### src/rtl/vdp_cpu_bus_bridge.sv
// Host-to-VDP bus bridge: filters async host strobes, queues writes in a FIFO and
// sequences the VDP REQ/ACK handshake, servicing reads in order behind queued writes.
module vdp_cpu_bus_bridge #(
  parameter int unsigned ADDR_W      = 2,
  parameter int unsigned SYNC_STAGES = 2,
  parameter int unsigned DEBOUNCE    = 2,
  parameter int unsigned FIFO_DEPTH  = 4,
  parameter int unsigned BIT_REVERSE = 1
) (
  input  logic                          clk_w,
  input  logic                          rst_n_w,
  input  logic                          csr_n,
  input  logic                          csw_n,
  input  logic [ADDR_W-1:0]             mode,
  input  logic [7:0]                    cd_in,
  output logic                          vdp_req,
  output logic                          vdp_wrt,
  output logic [15:0]                   vdp_adr,
  output logic [7:0]                    vdp_dbo,
  input  logic                          vdp_ack,
  input  logic [7:0]                    vdp_dbi,
  output logic [7:0]                    rd_data,
  output logic                          rd_valid,
  output logic                          cpu_ready,
  output logic [$clog2(FIFO_DEPTH):0]   fifo_level,
  output logic                          overflow,
  input  logic                          clr_overflow
);

  localparam int unsigned PTR_W = $clog2(FIFO_DEPTH);
  localparam int unsigned LVL_W = PTR_W + 1;
  localparam int unsigned CNT_W = (DEBOUNCE > 1) ? $clog2(DEBOUNCE) : 1;
  localparam int unsigned ENT_W = ADDR_W + 8;

  typedef enum logic [1:0] {ST_IDLE, ST_ISSUE, ST_WAIT} state_t;

  // Strobe index 0 = csr_n, 1 = csw_n
  logic [1:0]                  raw_c;
  logic [1:0][SYNC_STAGES-1:0] sync_q;
  logic [1:0][CNT_W-1:0]       cnt_q, cnt_d;
  logic [1:0]                  filt_q, filt_d;

  logic [ADDR_W-1:0] mode_q;
  logic [7:0]        cd_q, wr_data_c;

  logic [ENT_W-1:0]  mem_q [FIFO_DEPTH];
  logic [PTR_W-1:0]  wr_ptr_q, rd_ptr_q;
  logic [ENT_W-1:0]  head_c;
  logic              full_c, empty_c, push_c, pop_c;

  logic              wr_ev_c, rd_ev_c, csr_rise_c, rd_accept_c, rd_done_c;
  logic              rd_pending_q;
  logic [ADDR_W-1:0] rd_port_q;

  state_t            state_q, state_d;
  logic              req_d, wrt_d;
  logic [15:0]       adr_d;
  logic [7:0]        dbo_d;

  assign raw_c = {csw_n, csr_n};

  // Synchroniser chains and debounce state
  always_ff @(posedge clk_w or negedge rst_n_w) begin
    if (!rst_n_w) begin
      sync_q <= '1;
      filt_q <= '1;
      cnt_q  <= '0;
    end else begin
      for (int i = 0; i < 2; i++) begin
        sync_q[i] <= {sync_q[i][SYNC_STAGES-2:0], raw_c[i]};
      end
      filt_q <= filt_d;
      cnt_q  <= cnt_d;
    end
  end

  // Filtered strobe flips after DEBOUNCE consecutive differing synchronised samples
  always_comb begin
    filt_d = filt_q;
    cnt_d  = '0;
    for (int i = 0; i < 2; i++) begin
      if (sync_q[i][SYNC_STAGES-1] != filt_q[i]) begin
        if (cnt_q[i] == CNT_W'(DEBOUNCE - 1)) begin
          filt_d[i] = sync_q[i][SYNC_STAGES-1];
        end else begin
          cnt_d[i] = cnt_q[i] + CNT_W'(1);
        end
      end
    end
  end

  // Events fire on the edge where the filtered strobe falls, so the push lands in that same cycle
  assign rd_ev_c     = filt_q[0] & ~filt_d[0] & filt_d[1];
  assign wr_ev_c     = filt_q[1] & ~filt_d[1] & filt_d[0];
  assign csr_rise_c  = ~filt_q[0] & filt_d[0];
  assign rd_accept_c = rd_ev_c & ~rd_pending_q;

  always_ff @(posedge clk_w or negedge rst_n_w) begin
    if (!rst_n_w) begin
      mode_q <= '0;
      cd_q   <= '0;
    end else begin
      mode_q <= mode;
      cd_q   <= cd_in;
    end
  end

  always_comb begin
    wr_data_c = cd_q;
    if (BIT_REVERSE != 0) begin
      for (int i = 0; i < 8; i++) begin
        wr_data_c[i] = cd_q[7-i];
      end
    end
  end

  assign full_c  = (fifo_level == LVL_W'(FIFO_DEPTH));
  assign empty_c = (fifo_level == '0);
  assign push_c  = wr_ev_c & ~full_c;
  assign head_c  = mem_q[rd_ptr_q];

  always_ff @(posedge clk_w) begin
    if (push_c) begin
      mem_q[wr_ptr_q] <= {mode_q, wr_data_c};
    end
  end

  // Pointers wrap naturally since FIFO_DEPTH is a power of two
  always_ff @(posedge clk_w or negedge rst_n_w) begin
    if (!rst_n_w) begin
      wr_ptr_q   <= '0;
      rd_ptr_q   <= '0;
      fifo_level <= '0;
      overflow   <= 1'b0;
    end else begin
      wr_ptr_q <= wr_ptr_q + PTR_W'(push_c);
      rd_ptr_q <= rd_ptr_q + PTR_W'(pop_c);
      case ({push_c, pop_c})
        2'b10:   fifo_level <= fifo_level + LVL_W'(1);
        2'b01:   fifo_level <= fifo_level - LVL_W'(1);
        default: fifo_level <= fifo_level;
      endcase
      if (wr_ev_c && full_c) begin
        overflow <= 1'b1;
      end else if (clr_overflow) begin
        overflow <= 1'b0;
      end
    end
  end

  // Host read bookkeeping; a read issued to the VDP always completes
  always_ff @(posedge clk_w or negedge rst_n_w) begin
    if (!rst_n_w) begin
      rd_pending_q <= 1'b0;
      rd_port_q    <= '0;
      cpu_ready    <= 1'b1;
      rd_valid     <= 1'b0;
      rd_data      <= '0;
    end else begin
      if (rd_accept_c) begin
        rd_pending_q <= 1'b1;
        rd_port_q    <= mode_q;
        cpu_ready    <= 1'b0;
      end else if (rd_done_c) begin
        rd_pending_q <= 1'b0;
        cpu_ready    <= 1'b1;
      end
      if (rd_done_c) begin
        rd_data <= vdp_dbi;
      end
      if (rd_done_c && !filt_d[0]) begin
        rd_valid <= 1'b1;
      end else if (csr_rise_c || rd_accept_c) begin
        rd_valid <= 1'b0;
      end
    end
  end

  always_ff @(posedge clk_w or negedge rst_n_w) begin
    if (!rst_n_w) begin
      state_q <= ST_IDLE;
      vdp_req <= 1'b0;
      vdp_wrt <= 1'b0;
      vdp_adr <= '0;
      vdp_dbo <= '0;
    end else begin
      state_q <= state_d;
      vdp_req <= req_d;
      vdp_wrt <= wrt_d;
      vdp_adr <= adr_d;
      vdp_dbo <= dbo_d;
    end
  end

  // Queued writes take priority over the pending read
  always_comb begin
    state_d   = state_q;
    req_d     = vdp_req;
    wrt_d     = vdp_wrt;
    adr_d     = vdp_adr;
    dbo_d     = vdp_dbo;
    pop_c     = 1'b0;
    rd_done_c = 1'b0;
    case (state_q)
      ST_IDLE: begin
        req_d = 1'b0;
        if (!empty_c) begin
          state_d = ST_ISSUE;
          wrt_d   = 1'b1;
          adr_d   = 16'(head_c[ENT_W-1:8]);
          dbo_d   = head_c[7:0];
        end else if (rd_pending_q) begin
          state_d = ST_ISSUE;
          wrt_d   = 1'b0;
          adr_d   = 16'(rd_port_q);
        end
      end
      ST_ISSUE: begin
        req_d   = 1'b1;
        state_d = ST_WAIT;
      end
      ST_WAIT: begin
        if (vdp_ack) begin
          req_d     = 1'b0;
          state_d   = ST_IDLE;
          pop_c     = vdp_wrt;
          rd_done_c = ~vdp_wrt;
        end
      end
      default: state_d = ST_IDLE;
    endcase
  end

endmodule
### config.mk
export PLATFORM = sky130hd
export DESIGN_NAME = vdp_cpu_bus_bridge
export DESIGN_NICKNAME = d
export VERILOG_FILES = /design/src/rtl/vdp_cpu_bus_bridge.sv
export SDC_FILE = /design/constraint.sdc
export NUM_CORES = 1
export LEC_CHECK = 0
export ABC_AREA = 1
export BUFFER_PORTS_ARGS = -buffer_cell sky130_fd_sc_hd__clkbuf_2
export CAP_MARGIN = 20
export CELL_PAD_IN_SITES_DETAIL_PLACEMENT = 0
export CELL_PAD_IN_SITES_GLOBAL_PLACEMENT = 1
export CORE_MARGIN = 2
export CORE_UTILIZATION = 47
export DETAILED_ROUTE_END_ITERATION = 10
export GPL_TIMING_DRIVEN = 0
export PLACE_DENSITY = 0.83
export SLEW_MARGIN = 40
export SYNTH_ARGS = -nofsm -noshare
export SYNTH_HDL_FRONTEND = slang
export SYNTH_SLANG_ARGS = --single-unit
### constraint.sdc
create_clock -name clk_w -period 5.03 [get_ports clk_w]
set_input_delay 0.7545 -clock clk_w [delete_from_list [all_inputs] [get_ports clk_w]]
set_output_delay 0.7545 -clock clk_w [all_outputs]
set_load 0.03 [all_outputs]
# After elaboration in Yosys (flattened, before gate mapping)
# Memories as Yosys holds them, arrays and structs flattened.
# Cells that the tools add are included.
# W data, S select, Z words.
dict set report totals {
  in_bits 24
  register_bits 67
  output_inout_bits 40
  n_memories 1
  ramBits 40
  elab_cells 100
}
dict set report op_classes {
  mux 33
  reduce_logical 15
  n_eq_ne 10
  n_bitwise 14
  addsub 6
}
# memory depth width read_ports rd_ports_with_merged_regs write_ports line_no
set memory_table {}
lappend memory_table {mem_q 4 10 1 0 1 46} ;# logic [ENT_W-1:0] mem_q [FIFO_DEPTH];
# op count
set op_table {}
lappend op_table {{$mux W16} 2}
lappend op_table {{$mux W1} 25}
lappend op_table {{$reduce_and A2 Y1} 4}
lappend op_table {{$reduce_bool A2 Y1} 4}
lappend op_table {{$and A1 B1 Y1} 7}
lappend op_table {{$not A1 Y1} 7}
lappend op_table {{$mux W2} 3}
lappend op_table {{$pmux W2 S3} 1}
lappend op_table {{$pmux W3 S2} 1}
lappend op_table {{$add A2 B1 Y2} 2}
lappend op_table {{$eq A2 B1 Y1 const B} 2}
lappend op_table {{$eq A2 B2 Y1 const B} 2}
lappend op_table {{$add A3 B1 Y3 const B} 1}
lappend op_table {{$eq A3 B3 Y1 const B} 1}
lappend op_table {{$logic_not A3 Y1} 1}
lappend op_table {{$ne A3 B3 Y1 const B} 1}
lappend op_table {{$pmux W1 S3} 1}
lappend op_table {{$reduce_bool A3 Y1} 1}
lappend op_table {{$sub A3 B1 Y3 const B} 1}
lappend op_table {{$add A1 B1 Y1 const B} 2}
lappend op_table {{$logic_and A1 B1 Y1} 2}
lappend op_table {{$logic_not A2 Y1} 1}
lappend op_table {{$ne A1 B1 Y1} 2}
lappend op_table {{$ne A2 B1 Y1 const B} 1}
lappend op_table {{other kinds (3)} 3}

# Longest topological paths before layout
# Gate-level depths: netlist (run 1).
dict set report logic_depth {
  depth_word 9
  depth_mapped 10
}

# Least setup slack after synthesis (run 1)
# No wires, ideal clock.
dict set report synth_timing {
  kind {in2reg}
  start {input vdp_ack}
  end {register fifo_level[2]}
  stages 8
  setup_time_ns 0.079
  n_path_buf 0
  t_required_ns 4.951
  t_arrival_ns 2.103
  path_slack_ns 2.848
  path_cell_list {inv_1 > nor3_1 > ha_1 > inv_1 > fa_1 > or2_2 > nand2_1 > xor2_1}
}
dict set report synth_via {
  elab_chain_len 4
  word_cells_on_any_way 6
  classes_between {eq/ne (2); mux (3); reduce/logical (1)}
}
# element line_no
set synth_rtl {}
lappend synth_rtl {{start, declared} 20} ;# input logic vdp_ack,
lappend synth_rtl {{$mux W1 *} 223} ;# if (vdp_ack) begin
lappend synth_rtl {{$mux W1 *} 204} ;# case (state_q)
lappend synth_rtl {{$eq A2 B1 Y1 or $eq A2 B2 Y1 (tied branches)} 138} ;# case ({push_c, pop_c})
lappend synth_rtl {{$pmux W3 S2 or $reduce_bool A2 Y1 (tied branches)} -}
lappend synth_rtl {{end signal, assigned} 139} ;# 2'b10: fifo_level <= fifo_level + LVL_W'(1);
lappend synth_rtl {{end signal, assigned} 140} ;# 2'b01: fifo_level <= fifo_level - LVL_W'(1);
lappend synth_rtl {{end signal, assigned} 141} ;# default: fifo_level <= fifo_level;
lappend synth_rtl {{end, declared} 25} ;# output logic [$clog2(FIFO_DEPTH):0] fifo_level,
# Mark *: on every way between the ends. The rest lies on a longest branch, timed or not.
# A chain may end at the register's enable or synchronous reset.

# Worst setup path after layout (run 1)
# Same ends and word-level chain as after synthesis.

==> impl_metrics.tcl, run 1 <==
set metrics [dict create \
    stdcell_count 511 \
    vias 2292 \
    r2r_cells 9 \
    cts_setup_buffers 0 \
    synth-edff-count 40 \
    cap_violations 0 \
    cp_cell_sequence "clkbuf_2, inv_1, nor3_1, ha_1, inv_1, fa_1, or2_2, nand2_1, xor2_1" \
    hold_viol 0 \
    synth.most_common_cell "nand2_1" \
    synth-seq-cells 93 \
    avgSynthCellArea_um2 11.12 \
    overflow 0 \
    hold_path_class "reg -> reg" \
    synthXorXnorAreaFrac_pct 0.9579 \
    cts_tree "yes" \
    leakage_nw 2.021 \
    place_congestion 0.8109 \
    finalCritPeriodShare_pct 43.48 \
    synth_top_family_by_area "simple AND/OR/NAND/NOR gates" \
    post_cts_resized 0 \
    fin_worst_skew_ns 0.008205 \
    clk_latency_ns 0.36 \
    htreeDepth 3 \
    setup_ws_ns 2.843 \
    synth-compound-area-share_pct 4.242 \
    hold-path-cell-count 0 \
    core_um2 7647 \
    die_w_um 92.21 \
    critPathSlowestCell "fa_1" \
    yosysTopAreaCell "edfxtp_1" \
    slew_viol_final 0 \
    async_flop_share_pct 56.99 \
    min_from "sync_q[2]$_DFF_PN1_" \
    drtPass1Iterations 4 \
    crit_arrival_ns 2.47 \
    grtUsageTotal_pct 15.80 \
    cts_sinks 93 \
    start_util_pct 47.82 \
    status "finished clean" \
    reg2reg_to "fifo_level[2]$_DFFE_PN0P_" \
    synth_common_cells "nand2_1, dfrtp_1, edfxtp_1, nor2_1" \
    antenna_found_initial 0 \
    reg2reg_from "fifo_level[0]$_DFFE_PN0P_" \
    max_freq_mhz 457.3 \
    drt_wl_total_um 6274 \
    critical_path_class "in -> reg" \
    rsz0062_at_grt "no" \
    synthToLayoutAreaGrowth_pct 17.58 \
    portBuffers 49 \
    synth_cell_type_count 32 \
    num_rows 32 \
    rrSetupSlack_ns 2.87 \
    grt_max_degree 54 \
    tightest_slew_ns 0.7131 \
    die_h_um 92.21 \
    final_antenna_net_count 0 \
    seq_area_um2 2536 \
    die_area_um2 8503 \
    first_iter_violations 136 \
    dp.cells 495 \
    cts_buffer_depth 2 \
    cp.required_ns 5.31 \
    fin_setup_tns_ns 0 \
    synthCells 329 \
    synth_top_flop_cell "dfrtp_1" \
    drive_gt1_share_pct 26.16 \
    cts_buffers 9 \
    wl_per_cell_um 12.28 \
    antenna_cells 0 \
    grt_pass1_vias 2160 \
    multiInputGateArea_um2 973.4 \
    synth_area_um2 3657 \
    fillers 644 \
    end_kind "flop" \
    relSlewSlack_pct 52.46 \
    yosysWarnings 0 \
    startpoint_type "input port" \
    drc 0 \
    grt_pass1_wl_um 10140 \
    root_buffer "clkbuf_8" \
    crit_path_frequent_cell "inv_1" \
    synthAdderAreaFrac_pct 1.574 \
    crit_fanout 3 \
    vias_per_cell 4.485 \
    dp_hpwl_um 4304 \
    pre_cts_slack_ns 2.483 \
    ios 64 \
    path_clk_slew_ns 0.09 \
    ir_worst_vdd_v 0.0001457 \
    powerDensity_nw_per_um2 571.4 \
    max_stage_delay_ns 0.37 \
    hold_buffers 0 \
    layout.nets 432 \
    seq_area_frac_synth_pct 69.35 \
    synthTopCellsByArea "edfxtp_1, dfrtp_1, nand2_1" \
    fin_crit_ns 2.187 \
    muxShareOfSynthArea_pct 0 \
    synth-simple-area-share_pct 18.00 \
    hold_path_end "sync_q[3]$_DFF_PN1_" \
    yosysTopAreaCellShare_pct 32.84 \
    setup_viol 0 \
]
[where the power goes]
group          total (mW)  internal [mW]  switching (mW)
combinational       0.909          0.270           0.639
clock               0.479          0.227           0.252
sequential           1.07          0.962           0.108
total                2.46           1.46           0.999
[cell usage in the layout (no fill, tap or decap), drive strengths merged, types with 2 or more instances in the layout]
master / count
a21oi: 3
dfrtp: 46
nand2: 99
dfstp: 7
inv: 22
clkbuf: 59
conb: 14
or2: 3
o21ai: 23
nand3: 9
nor3: 3
xor2: 3
buf: 20
edfxtp: 40
nand4: 2
nor2: 42
ha: 3
clkinv: 5
[flip-flops by register name, summed over array words and instances, names as in the netlist, 2 cells and up]
name	count
rd_ptr_q	2
mode_q	2
wr_ptr_q	2
rd_port_q	2
mem_q	40
filt_q	2
fifo_level	3
cd_q	8
cnt_q	2
vdp_adr	2
vdp_dbo	8
sync_q	4
rd_data	8
state_q	2
[per-layer routing]
metal	vias to the layer above	GRT usage, %	routed length, um
met3	10	4.191	350
met2	64	24.69	2991
met5	-	0	0
met1	1036	20.87	2826
li1	1182	-	-
met4	0	7.090	106
[worst max-delay path by stage]
stage,to,from,slack [ns],depth (start not counted)
floorplan,fifo_level[2]$_DFFE_PN0P_,vdp_ack,2.85,8
global placement,mem_q[3][6]$_DFFE_PP_,filt_q[0]$_DFF_PN1_,2.49,4
detailed placement,fifo_level[2]$_DFFE_PN0P_,vdp_ack,2.48,9
CTS,fifo_level[2]$_DFFE_PN0P_,vdp_ack,2.82,9
global route,fifo_level[2]$_DFFE_PN0P_,fifo_level[0]$_DFFE_PN0P_,2.74,9
finish,fifo_level[2]$_DFFE_PN0P_,vdp_ack,2.84,9
[cells by family (layout without fill, tap and decap cells)]
group / count (synthesis) / count (layout)
compound gates: 28 / 28
simple gates: 158 / 158
buf+inv: 41 / 108
xor+xnor: 4 / 4
flops: 93 / 93
fa+ha+maj: 4 / 4
other cells: 1 / 14
[worst max-delay path, delay by kind of cell]
| kind | cells | cell delay, ns |
|---|---|---|
| fa+ha+maj | 2 | 0.57 |
| buf+inv | 3 | 0.25 |
| xor+xnor | 1 | 0.16 |
| simple gates | 3 | 0.72 |
[metrics by stage]
stage                     cell area [um^2]  hold WS [ns]  total power, mW  util (%)
after global routing                  4300        0.3638            2.630     56.23
final                                 4300        0.3583            2.457     56.23
after CTS                             4300        0.3599            2.478     56.23
after floorplan                       3706        0.3452            1.733         -
after global placement                4079        0.3462            1.967     53.34
after detailed placement              4111        0.3472            1.996     53.76
[area by class of cell]
type | count | area share [%]
Clock inverter | 7 | 1.513
Clock buffer | 9 | 2.880
Timing Repair Buffer | 51 | 6.110
Multi-Input combinational cell | 208 | 22.64
Tap cell | 102 | 2.968
Buffer | 19 | 2.997
Inverter | 22 | 1.920
Sequential cell | 93 | 58.98
(Power assumes the default switching activity.)
==> run 2, diff against run 1 <==
--- a/config.mk
+++ b/config.mk
@@ -11,10 +11,10 @@
 export CELL_PAD_IN_SITES_DETAIL_PLACEMENT = 0
 export CELL_PAD_IN_SITES_GLOBAL_PLACEMENT = 1
 export CORE_MARGIN = 2
-export CORE_UTILIZATION = 47
+export CORE_UTILIZATION = 43
 export DETAILED_ROUTE_END_ITERATION = 10
 export GPL_TIMING_DRIVEN = 0
-export PLACE_DENSITY = 0.83
+export PLACE_DENSITY = 0.77
 export SLEW_MARGIN = 40
 export SYNTH_ARGS = -nofsm -noshare
 export SYNTH_HDL_FRONTEND = slang
==> constraint.sdc (replaced) <==
create_clock -name clk_w -period 2.25 [get_ports clk_w]
set_input_delay 0.3375 -clock clk_w [delete_from_list [all_inputs] [get_ports clk_w]]
set_output_delay 0.3375 -clock clk_w [all_outputs]
set_load 0.03 [all_outputs]
==> impl_metrics.tcl, run 2 (synthesis gave the netlist of run 1 again) <==
set metrics [dict create \
    startpoint_type "flop" \
    top_register "mem_q" \
    placed_area_um2 4120 \
    clk_latency_ns 0.35 \
    max_stage_delay_ns 0.45 \
    powerDensity_nw_per_um2 1253 \
    rsz0062_at_grt "no" \
    cts_buffer_depth 2 \
    layout.nets 433 \
    grt_pass1_vias 2121 \
    htreeDepth 3 \
    fin_worst_skew_ns 0.006636 \
    dp_hpwl_um 4300 \
    r2r_cells 9 \
    vias_per_cell 4.441 \
    final_cell_mix "nand2_1, clkbuf_2, dfrtp_1" \
    layout_commonest_cell "nand2_1" \
    max_freq_mhz 473.3 \
    cp.required_ns 2.52 \
    overflow 0 \
    reg2reg_to "fifo_level[2]$_DFFE_PN0P_" \
    hold_path_class "in -> async" \
    vias 2287 \
    cp_cell_sequence "nor2_4, nand2_1, nand3_2, ha_1, inv_1, fa_1, or2_2, nand2_1, xor2_1" \
    crit_path_frequent_cell "nand2_1" \
    critical_path_class "reg -> reg" \
    drive_gt1_share_pct 26.34 \
    ir_worst_vdd_v 0.0004295 \
    ios 64 \
    hold_viol 0 \
    crit_arrival_ns 2.39 \
    cts_setup_buffers 0 \
    core_um2 8217 \
    dp.cells 499 \
    largest_register_ffs 40 \
    rrSetupSlack_ns 0.14 \
    relSlewSlack_pct 54.82 \
    start_util_pct 44.51 \
    cts_tree "yes" \
    tightest_slew_ns 0.6777 \
    first_iter_violations 111 \
    cts_buffers 9 \
    num_rows 33 \
    p_total_mw 5.389 \
    hold_buffers 0 \
    leakage_nw 2.020 \
    cp.depth 9 \
    finalCritPeriodShare_pct 93.91 \
    place_congestion 0.7364 \
    grtUsageTotal_pct 14.82 \
    critPathSlowestCell "dfrtp_1" \
    die_w_um 96.23 \
    drt_wl_total_um 6179 \
    die_area_um2 9259 \
    drc 0 \
    portBuffers 49 \
    crit_family "simple AND/OR/NAND/NOR gates" \
    crit_buf_inv 1 \
    cap_violations 0 \
    cp-startpoint "fifo_level[0]$_DFFE_PN0P_" \
    grt_pass1_wl_um 10110 \
    crit_fanout 4 \
    end_kind "flop" \
    die_h_um 96.23 \
    slew_viol_final 0 \
    drtPass1Iterations 4 \
    antenna_found_initial 0 \
    stdcell_count 515 \
    cts_sinks 93 \
    setup_viol 0 \
    status "finished clean" \
    path_clk_slew_ns 0.09 \
    crit_end "fifo_level[2]$_DFFE_PN0P_" \
    design_area_um2 4302 \
    synthToLayoutAreaGrowth_pct 17.62 \
    antenna_cells 0 \
    final_antenna_net_count 0 \
    wl_per_cell_um 12.00 \
    reg2reg_from "fifo_level[0]$_DFFE_PN0P_" \
    fillers 749 \
    root_buffer "clkbuf_8" \
    grt_max_degree 54 \
    fin_crit_ns 2.113 \
]
run 2: cell type report:
type,count,area [um^2],area share (%)
buffer,19,128.9,2.996
inverter,22,82.58,1.920
tap,105,131.4,3.054
clock inverter,6,38.79,0.9017
multi-input combinational,208,978.4,22.75
clock buffer,10,137.6,3.200
sequential,93,2536,58.96
timing repair buffer,52,267.8,6.225
run 2: worst min path at each step:
stage / endpoint / slack, ns / depth (start not counted)
2_1_floorplan: cd_q[0]$_DFF_PN0_ / 0.04 / 0
3_3_place_gp: sync_q[3]$_DFF_PN1_ / 0.35 / 0
3_5_place_dp: sync_q[1]$_DFF_PN1_ / 0.35 / 0
4_1_cts: sync_q[2]$_DFF_PN1_ / 0.04 / 1
5_1_grt: sync_q[2]$_DFF_PN1_ / 0.03 / 1
6_report: cd_q[2]$_DFF_PN0_ / 0.009 / 1
run 2: metrics by stage:
| step | TNS (ns) | setup slack, ns | utilization (%) | hold slack, ns |
|---|---|---|---|---|
| 2_1_floorplan | 0 | 0.2064 | - | 0.04191 |
| 6_report | 0 | 0.1370 | 52.35 | 0.009381 |
| 5_1_grt | 0 | 0.01656 | 52.35 | 0.03416 |
| 3_3_place_gp | -7.626 | -0.3892 | 49.69 | 0.3459 |
| 4_1_cts | 0 | 0.1077 | 52.29 | 0.04088 |
| 3_5_place_dp | 0 | 0.1389 | 50.14 | 0.3469 |
run 2: report_power, final:
| group | total (mW) | leakage, nW | internal, mW | switching (mW) |
|---|---|---|---|---|
| registers | 2.39 | 0.998 | 2.15 | 0.241 |
| logic | 2.02 | 0.932 | 0.607 | 1.41 |
| clock network | 0.981 | 0.0897 | 0.428 | 0.553 |
| total | 5.39 | 2.02 | 3.18 | 2.20 |
run 2: repair_timing:
action | CTS | global route
setup endpoints to repair | 0 | 1
gates resized for setup | 0 | 1
endpoints found under the hold margin | 0 | 0
run 2: metal layers:
layer	share of wire (%)	wire length, um	global-route usage (%)	vias up
met5	0	0	0	-
met4	1.5	90	6.071	0
met3	4.5	279	4.072	8
met2	46	2833	22.57	51
met1	48	2975	20.08	1042
li1	-	-	-	1186
==> run 3, diff against run 2 <==
--- a/config.mk
+++ b/config.mk
@@ -10,10 +10,8 @@
 export CAP_MARGIN = 20
 export CELL_PAD_IN_SITES_DETAIL_PLACEMENT = 0
 export CELL_PAD_IN_SITES_GLOBAL_PLACEMENT = 1
-export CORE_MARGIN = 2
 export CORE_UTILIZATION = 43
 export DETAILED_ROUTE_END_ITERATION = 10
-export GPL_TIMING_DRIVEN = 0
 export PLACE_DENSITY = 0.77
 export SLEW_MARGIN = 40
 export SYNTH_ARGS = -nofsm -noshare
==> impl_metrics.tcl, run 3 (synthesis gave the netlist of run 1 again) <==
set metrics [dict create \
    cts_buffer_depth 2 \
    reg2reg_to "fifo_level[2]$_DFFE_PN0P_" \
    core_um2 8217 \
    crit_end "fifo_level[2]$_DFFE_PN0P_" \
    root_buffer "clkbuf_8" \
    die_w_um 94.23 \
    top_register "mem_q" \
    startpoint_type "flop" \
    largest_register_ffs 40 \
    p_sw_mw 2.259 \
    antenna_found_initial 0 \
    vias_per_cell 4.519 \
    antenna_cells 0 \
    layout.nets 421 \
    synthToLayoutAreaGrowth_pct 15.36 \
    use_met2_pct 23.55 \
    finalCritPeriodShare_pct 90.52 \
    crit_arrival_ns 2.31 \
    power_switching_share_pct 41.67 \
    tightest_slew_ns 0.5658 \
    drc 0 \
    start_util_pct 44.51 \
    status "finished clean" \
    cp-startpoint "fifo_level[0]$_DFFE_PN0P_" \
    drive_gt1_share_pct 23.62 \
    wl_per_cell_um 13.04 \
    hold_viol 0 \
    layout_commonest_cell "nand2_1" \
    portBuffers 49 \
    use_met1_pct 22.32 \
    crit_fanout 4 \
    cts_buffers 9 \
    cp.required_ns 2.53 \
    seqPwrFrac_pct 43.8 \
    r2r_cells 9 \
    clkPwrFrac_pct 18.9 \
    whs_ns 0.05728 \
    max_freq_mhz 491.0 \
    p_total_mw 5.421 \
    grtUsageMet3_pct 3.479 \
    final_antenna_net_count 0 \
    ir_worst_vdd_v 0.0003897 \
    clk_latency_ns 0.36 \
    reg2reg_from "fifo_level[0]$_DFFE_PN0P_" \
    path_clk_slew_ns 0.09 \
    htreeDepth 3 \
    slew_viol_final 0 \
    fin_setup_tns_ns 0 \
    grt_max_degree 23 \
    fin_crit_ns 2.037 \
    powerDensity_nw_per_um2 1285 \
    grt_pass1_wl_um 10280 \
    ios 64 \
    grt.busiest_layer "met2" \
    rrSetupSlack_ns 0.21 \
    p_int_mw 3.162 \
    setup_viol 0 \
    num_rows 33 \
    dp_hpwl_um 4413 \
    fin_worst_skew_ns 0.01627 \
    vias 2273 \
    first_iter_violations 107 \
    end_kind "flop" \
    final_cell_mix "nand2_1, clkbuf_2, dfrtp_1" \
    overflow 0 \
    leakage_nw 1.950 \
    cts_tree "yes" \
    drt_wl_total_um 6557 \
    rsz0062_at_grt "no" \
    grtUsageTotal_pct 15.92 \
    die_h_um 94.23 \
    grt_pass1_vias 2073 \
    relSlewSlack_pct 62.28 \
    comb_power_share_pct 37.4 \
    hold_path_class "in -> reg" \
    place_congestion 0.7308 \
    cap_violations 0 \
    drtPass1Iterations 4 \
    cts_sinks 93 \
    critical_path_class "reg -> reg" \
    die_area_um2 8878 \
]
-- run 3: cell count changes in the layout (fill, tap and decap cells not counted), moves of 2 or more --
cell        previous run  this run
buf_2                  5         0
buf_4                 17         9
clkinv_2               2         0
nor2_1                38        40
clkinvlp_4             1         4
-- run 3: per-layer routing --
layer  part of all wire [%]  vias to the layer above
met1                     50                     1046
met3                    4.0                        8
li1                       -                     1164
met2                     45                       55
met4                    1.3                        0
met5                      0                        -
-- run 3: metrics by stage --
step	area [um^2]	setup slack [ns]	utilization, %	std cells
after floorplan	3706	0.2064	-	342
after global placement	4021	0.2018	48.94	486
after detailed placement	4021	0.1247	48.94	486
after CTS	4214	0.1282	51.29	503
after global routing	4219	0.08210	51.35	503
final	4219	0.2133	51.35	503
-- run 3: how the worst min path moves through the flow --
stage	from	cells after the start	endpoint	slack (ns)
2_1_floorplan	rst_n_w	0	cd_q[0]$_DFF_PN0_	0.04
3_3_place_gp	rst_n_w	1	vdp_dbo[1]$_DFFE_PN0P_	0.35
3_5_place_dp	rst_n_w	1	vdp_dbo[1]$_DFFE_PN0P_	0.35
4_1_cts	csr_n	1	sync_q[0]$_DFF_PN1_	0.04
5_1_grt	csr_n	1	sync_q[0]$_DFF_PN1_	0.04
6_report	csr_n	1	sync_q[0]$_DFF_PN1_	0.06
-- run 3: critical path, stage by stage, from the launching register on --
cell and delay, ns:
dfrtp_1 0.43, nor2_2 0.17, nand2_1 0.13, nand3_2 0.12, ha_1 0.14, inv_1 0.06
fa_1 0.37, or2_2 0.30, nand2_1 0.08, xor2_1 0.16
-- run 3: layout make-up --
type / count / area (um^2)
clock buffers: 9 / 123.9
flip-flops and latches: 93 / 2536
well taps: 105 / 131.4
clock inverters: 7 / 58.81
multi-input cells: 208 / 963.4
repair buffers: 59 / 322.8
fillers: 753 / 3998
inverters: 22 / 82.58
-- run 3: what timing repair did --
action | in CTS | in global routing
setup endpoints to repair | 0 | 1
buffers inserted | 0 | 0
gates resized for setup | 0 | 1
hold buffers | 1 | 0
hold endpoints to repair | 18 | 0
-- run 3: power groups by stage --
stage | clock [mW] | sequential, mW | combinational (mW)
2_1_floorplan | 0 | 2.81 | 1.06
3_3_place_gp | 0 | 2.40 | 2.01
3_5_place_dp | 0 | 2.41 | 2.04
4_1_cts | 1.05 | 2.38 | 2.05
5_1_grt | 1.12 | 2.42 | 2.28
6_report | 1.02 | 2.37 | 2.03
